## config.mk

```make
export PLATFORM = sky130hd
export DESIGN_NAME = serial_adder
export DESIGN_NICKNAME = d
export VERILOG_FILES = /design/src/rtl/serial_adder_pkg.sv /design/src/rtl/bit_full_adder.sv /design/src/rtl/serial_adder.sv
export SDC_FILE = /design/constraint.sdc
export NUM_CORES = 1
export LEC_CHECK = 0
export ABC_AREA = 1
export ABC_CLOCK_PERIOD_IN_PS = 2500
export CAP_MARGIN = 10
export CORE_MARGIN = 2
export CORE_UTILIZATION = 53
export DETAILED_ROUTE_END_ITERATION = 7
export GPL_TIMING_DRIVEN = 0
export PLACE_DENSITY = 0.84
export SLEW_MARGIN = 20
export SYNTH_ARGS = -nofsm -noshare
export SYNTH_HDL_FRONTEND = slang
export SYNTH_SLANG_ARGS = --single-unit
```

## constraint.sdc

```tcl
create_clock -name clk -period 2.5 [get_ports clk]
set_clock_uncertainty 0.05 [all_clocks]
set_input_delay 0.625 -clock clk [delete_from_list [all_inputs] [get_ports clk]]
set_output_delay 0.625 -clock clk [all_outputs]
set_load 0.01 [all_outputs]
```

## src/rtl/serial_adder_pkg.sv

```systemverilog
// Shared definitions for the bit-serial adder: FSM state encoding and default operand width.
package serial_adder_pkg;

  localparam int WIDTH_DEFAULT = 8;

  typedef enum logic [1:0] {
    ST_IDLE = 2'd0,
    ST_RUN  = 2'd1,
    ST_DONE = 2'd2
  } state_e;

endpackage

```

## src/rtl/bit_full_adder.sv

```systemverilog
// One-bit full-adder cell; the only arithmetic element of the serial adder.
module bit_full_adder (
  input  logic a,
  input  logic b,
  input  logic ci,
  output logic s,
  output logic co
);

  assign s  = a ^ b ^ ci;
  assign co = (a & b) | (a & ci) | (b & ci);

endmodule

```

## src/rtl/serial_adder.sv

```systemverilog
// Bit-serial adder: LSB-first, one bit per clock through a single full-adder cell,
// with a valid/ready handshake on both the operand and the result side.
module serial_adder
  import serial_adder_pkg::*;
#(
  parameter int WIDTH = WIDTH_DEFAULT
) (
  input  logic             clk,
  input  logic             rst,
  input  logic             in_valid,
  output logic             in_ready,
  input  logic [WIDTH-1:0] a,
  input  logic [WIDTH-1:0] b,
  input  logic             ci,
  output logic             out_valid,
  input  logic             out_ready,
  output logic [WIDTH-1:0] sum,
  output logic             co
);

  localparam int                CNT_W    = $clog2(WIDTH);
  localparam logic [CNT_W-1:0]  CNT_LAST = CNT_W'(WIDTH - 1);

  state_e           state_q, state_d;
  logic [WIDTH-1:0] a_q, a_d;
  logic [WIDTH-1:0] b_q, b_d;
  logic [WIDTH-1:0] res_q, res_d;
  logic             carry_q, carry_d;
  logic [CNT_W-1:0] cnt_q, cnt_d;
  logic             fa_s, fa_co;

  bit_full_adder u_fa (
    .a  (a_q[0]),
    .b  (b_q[0]),
    .ci (carry_q),
    .s  (fa_s),
    .co (fa_co)
  );

  always_comb begin
    state_d = state_q;
    a_d     = a_q;
    b_d     = b_q;
    res_d   = res_q;
    carry_d = carry_q;
    cnt_d   = cnt_q;
    case (state_q)
      ST_IDLE: begin
        if (in_valid) begin
          a_d     = a;
          b_d     = b;
          carry_d = ci;
          cnt_d   = '0;
          state_d = ST_RUN;
        end
      end
      ST_RUN: begin
        a_d     = a_q >> 1;
        b_d     = b_q >> 1;
        carry_d = fa_co;
        // Sum bits enter at the MSB so that after WIDTH shifts bit 0 sits at the LSB.
        res_d   = {fa_s, res_q[WIDTH-1:1]};
        if (cnt_q == CNT_LAST) begin
          state_d = ST_DONE;
        end else begin
          cnt_d = cnt_q + 1'b1;
        end
      end
      ST_DONE: begin
        if (out_ready) begin
          state_d = ST_IDLE;
        end
      end
      default: state_d = ST_IDLE;
    endcase
  end

  always_ff @(posedge clk or posedge rst) begin
    if (rst) begin
      state_q <= ST_IDLE;
      a_q     <= '0;
      b_q     <= '0;
      res_q   <= '0;
      carry_q <= 1'b0;
      cnt_q   <= '0;
    end else begin
      state_q <= state_d;
      a_q     <= a_d;
      b_q     <= b_d;
      res_q   <= res_d;
      carry_q <= carry_d;
      cnt_q   <= cnt_d;
    end
  end

  // The carry flop holds bit WIDTH of the sum once the last bit has been added.
  assign in_ready  = (state_q == ST_IDLE);
  assign out_valid = (state_q == ST_DONE);
  assign sum       = res_q;
  assign co        = carry_q;

endmodule
```

==> metrics, run 1 <==
RSZ-0062 raised after global routing false; clk_lat worst skew about 330 ps; gpl congestion just under 0.8; average size of a mapped cell about 7.8 µm²; Syn Std Cell Area 1460 µm²; gr busiest metal met2; Synth Net Count roughly 210; # rows 19; Synth area leader dfrtp_1; CP Data Required Time around 1800 ps; placed cell area 1810 µm²; crit-path max FO 10; Internal 1.26 mW; hold crit path type flop to flop; largest net degree at the start of global routing 31; H-tree levels 2; drt pass-1 iters 4; met3 Usage GRT under 10%; Layout area overhead 27.0%; drt total wl roughly 3100 µm; post-route cell area between 1500 and 2000 µm²; root buf cell clkbuf_4; CTS tree yes; GR Util met1 27.3%; Die H 56.5 µm; number of global-route vias before repair roughly 1200; Sw Share about two fifths; Rel. slew slack between 50% and 60%; GRT Residual Overflow 0; Reg power frac about two fifths; Setup TNS 0 ps; Tcrit/Tclk final 94.5%; Max Fclk between 0.4 and 0.5 GHz; Critical Path Sink Type output pin; Initial Util around 54%; gr usage total a little over a fifth; number of cells produced by synthesis about 190; Synth Warn # 0; CTS buffer count 5; largest cells by area after synthesis dfrtp_1 (51%), nand2_1 (26%), nand3_1 (9.9%); combinational group share of total power just under 50%; minimum clock period 2360 ps; Remaining DRCs 0; final hold violations 0; Iter 0 DRT Violations 32; post-CTS setup buffers 0; fin nets ~250; share of cells above drive strength 1 9.33%; post-DR wirelength/cell 12.1 µm; Psw around 0.89 mW; startpoint types flop; CP Class flop to output pin; full die area 3190 µm²; clk slew on worst S/H paths 90 ps; register area share after synthesis around half; Resized Gates After CTS 0; Yosys cell types 15; first-pass GRT wire length between 5000 and 6000 µm; post-route antenna net violation count 0; vias per cell about 5; Hold Buf Count CTS 0; grt met2 use 33.4%; Worst VDD drop roughly 0.00073 V; # diodes 0; Pwr Density 1160 nW/µm²; Die X 56.5 µm; Setup Viol. Count Final 0; I/O pins 32; clk sink count 30; Synth top area share between 50% and 60%; LEAKAGE 0.994 nW; initial antenna violation count 0; flops & latches, synth 30; total number of vias between 1000 and 1500; clock share of power roughly an eighth; core area approximately 2700 µm²; WHS about 430 ps; layout filler cell count 235; DP Wirelength between 2000 and 2500 µm; final-report max-slew violation count 0; buffer depth of the longest clock path 2; Port Buf Inserts 31; Slew @ Worst Pin around 610 ps; max cap viols 0; arrival time worst endpoint approximately 1700 ps; status finished clean
kinds of logic after synthesis:
kind of cell / after synthesis / synth area share, %
and+or+nand+nor: 136 / 38.3
AOI/OAI and AO/OA: 2 / 1.46
adders and majority gates: 3 / 3.09
buffers and inverters: 16 / 5.66
DFF: 30 / 51.5
cell type report:
class | instances | area [µm²] | share of cell area, %
tap | 31 | 38.8 | 2.09
timing repair buffer | 31 | 310 | 16.7
inverter | 6 | 22.5 | 1.22
buffer | 10 | 60.1 | 3.24
multi-input combinational | 141 | 626 | 33.8
clock buffer | 7 | 45.0 | 2.43
sequential | 30 | 751 | 40.5
cell usage after synthesis, drive strengths merged:
library cell,n
o21ai,2
nand4,3
fa,1
nor2,2
inv,6
nand2,102
ha,2
dfrtp,30
buf,10
nand3,29
through the flow:
step	utilization (%)	std cells	total power, mW	worst slack, ps
2_1_floorplan	-	187	1.53	1020
3_3_place_gp	67.3	249	1.86	465
3_5_place_dp	67.3	249	1.90	425
4_1_cts	69.0	256	2.18	123
5_1_grt	69.0	256	2.35	75.1
6_report	69.0	256	2.15	138
worst paths after layout:
kind	from	end	slack, ps	depth (start not counted)
max in group asynchronous	rst	b_q[4]	1350	2
worst max register to register	cnt_q[0]	cnt_q[2]	1110	6
worst min-delay path	sum[0]	sum[0]	430	2
worst max-delay path	state_q[0]	out_valid	140	3
worst min register to register	sum[0]	sum[0]	430	2
min in group asynchronous	rst	sum[0]	650	2
flip-flops by register name, summed over array words and instances, names as in the netlist:
name	count
sum	8
a_q	8
cnt_q	3
co	1
b_q	8
state_q	2
placed cells by master, fill, tap and decap left out:
cell,n
buf_2,6
buf_4,4
clkbuf_1,2
clkbuf_4,5
clkdlybuf4s50_1,31
dfrtp_1,30
fa_1,1
ha_1,2
inv_1,3
inv_2,3
nand2_1,101
nand2_2,1
nand3_1,29
nand4_1,3
nor2_1,1
nor2_2,1
o21ai_1,1
o21ai_4,1
critical path: stages (launching register included):
cell and delay, ps:
dfrtp_1 440, buf_4 200, nor2_1 150, clkdlybuf4s50_1 570
power by group through the flow:
| stage | Clock, mW | Combinational (mW) | Sequential [mW] |
|---|---|---|---|
| detailed placement | 0 | 1.06 | 0.842 |
| global placement | 0 | 1.03 | 0.829 |
| floorplan | 0 | 0.688 | 0.844 |
| global route | 0.293 | 1.20 | 0.855 |
| CTS | 0.273 | 1.07 | 0.834 |
| finish | 0.265 | 1.05 | 0.834 |
routing by layer:
layer / routed length [µm] / up-vias
li1: - / 668
met2: 1510 / 32
met3: 169 / 7
met5: 0 / -
met4: 48 / 0
met1: 1370 / 609
(Power assumes the default switching activity.)
==> inputs of run 2 (changes only) <==
REMOVE_ABC_BUFFERS = 1   (was not set)
==> run 2 against run 1 <==
Effect of this change:
- count of clock-buffer cells in the layout is the same
- sequential share of layout area grew 0.62 points
- total power grew 1.5%
- largest power group unchanged
- global-route usage shrank 1.1 points
- non-clock buffer count shrank 10
- combinational power shrank 13%
- sequential power grew 7.7%
- via count shrank 3.2%
- utilization shrank 0.70 points
- die area is the same
==> metrics, run 2 (synthesis results as in run 1) <==
Worst Min Path Start a_q[7]; vias per cell 5.16 (+0.34%); Setup Viol. Count Final 0 (unchanged); Setup TNS 0 ps (unchanged); Tcrit/Tclk final 96.1% (+1.6 points); Max Fclk 0.416 GHz (-1.7%); CP Data Required Time 1820 ps (about the same); minimum clock period 2400 ps (+41.1 ps); buffer depth of the longest clock path 2 (unchanged); CTS tree yes; arrival time worst endpoint 1730 ps (+40 ps); number of global-route vias before repair 1135 (-7.1%); setup ws final 97.2 ps (-41.1 ps); full die area 3190 µm² (unchanged); drt total wl 2890 µm (-6.9%); WHS 439 ps (+6.52 ps); LEAKAGE 0.969 nW (-2.5%); gpl congestion 0.757 (-2.8%); clk sink count 30 (unchanged); core area 2690 µm² (unchanged); Rel. slew slack 59.2% (about the same); placed cell area 1750 µm² (-3.3%); Reg2Reg Depth 4 (-2); Layout area overhead 25.7%; placed insts 239 (-4.0%); worst path cell trace nor2_1 > clkdlybuf4s50_1; initial antenna violation count 0 (unchanged); DP Wirelength 1810 µm (-19%); crit-path max FO 31 (+21); H-tree levels 2 (unchanged); max cap viols 0 (unchanged); # diodes 0 (unchanged); post-route antenna net violation count 0 (unchanged); total number of vias 1274 (-3.2%); Layout Utilization 68.3% (-0.70 points); post-CTS setup buffers 0 (unchanged); Non-Filler Instances 247 (-3.5%); Pwr Density 1190 nW/µm² (+2.5%); worst r2r src state_q[0]; I/O pins 32 (unchanged); GRT Residual Overflow 0 (unchanged); r2r setup slk 810 ps (-300 ps); Iter 0 DRT Violations 42 (+31%); Die X 56.5 µm (unchanged); CP Class flop to output pin; final-report max-slew violation count 0 (unchanged); status finished clean; Port Buf Inserts 31 (unchanged); overall power 2.18 mW (+1.5%); Slew @ Worst Pin 611 ps (-0.356 ps); CTS buffer count 5 (unchanged); most common cell after layout, fill and taps aside nand2_1; # rows 19 (unchanged); worst slack, placed 153 ps (-272 ps); root buf cell clkbuf_4; final hold violations 0 (unchanged); clk slew on worst S/H paths 90 ps (about the same); gr usage total 20.5% (-1.1 points); Initial Util 54.3% (unchanged); first-pass GRT wire length 5000 µm (-4.5%); Remaining DRCs 0 (unchanged); Critical Path Sink Type output pin; RSZ-0062 raised after global routing false; largest net degree at the start of global routing 32 (+3.2%); post-route cell area 1830 µm² (-1.0%); hold crit path type flop to flop; clk_lat worst skew 330 ps (about the same); Worst VDD drop 0.000818 V (+13%); share of cells above drive strength 1 6.02% (-3.3 points); Worst R2R End a_q[3]; crit path max-delay cell type dfrtp_4; CP startpoint state_q[0]; post-DR wirelength/cell 11.7 µm (-3.5%); Die H 56.5 µm (unchanged); drt pass-1 iters 5 (+1); crit path capture out_valid; fin nets 239 (-4.0%); startpoint types flop; CP max stage delay 640 ps (+70 ps); most frequent cells in the layout nand2_1 (101), clkdlybuf4s50_1 (31), nand3_1 (29), dfrtp_1 (29), clkbuf_4 (5)
==> run 2: cell types whose count changed in the layout (fill, tap and decap cells not counted) <==
| cell | delta |
|---|---|
| nor2_4 | +1 |
| dfrtp_1 | -1 |
| buf_4 | -4 |
| dfrtp_4 | +1 |
| nor2_2 | -1 |
| inv_2 | -1 |
| buf_2 | -6 |
| inv_4 | +1 |
| bufinv_16 | +1 |
==> run 2: final cells by class <==
cell class,instances,area (µm²)
sequential,30,754
fill,212,852
multi-input combinational,141,631
clock buffer,7,45.0
timing repair buffer,31,310
clock inverter,1,30.0
inverter,6,25.0
tap,31,38.8
==> run 2: critical path, delay by kind of cell (launching register included) <==
family / cells / cell delay, ps
and+or+nand+nor: 1 / 190
buffers and inverters: 1 / 560
DFF: 1 / 640
==> run 2: how the worst min path moves through the flow <==
stage / cells past startpoint / endpoint / slack, ps
2_1_floorplan: 2 / a_q[7] / 390
3_3_place_gp: 2 / sum[0] / 410
3_5_place_dp: 2 / a_q[7] / 420
4_1_cts: 2 / a_q[7] / 440
5_1_grt: 2 / a_q[7] / 450
6_report: 2 / a_q[7] / 440
==> run 2: timing repair <==
action / CTS / global route
setup endpoints to repair: 2 / 2
hold buffers: 0 / 0
gates resized for setup: 1 / 4
==> run 2: per-layer routing <==
| layer | GRT usage, % | routed length [µm] |
|---|---|---|
| met5 | 0 | 0 |
| met4 | 13.6 | 0 |
| met3 | 5.07 | 154 |
| met2 | 29.4 | 1460 |
| met1 | 27.3 | 1280 |
==> run 2: power breakdown <==
| part | leakage (nW) | total (mW) | switching, mW | internal, mW |
|---|---|---|---|---|
| Sequential | 0.380 | 0.898 | 0.197 | 0.700 |
| Combinational | 0.550 | 0.909 | 0.505 | 0.404 |
| Clock | 0.0395 | 0.375 | 0.163 | 0.212 |
| Total | 0.969 | 2.18 | 0.866 | 1.32 |
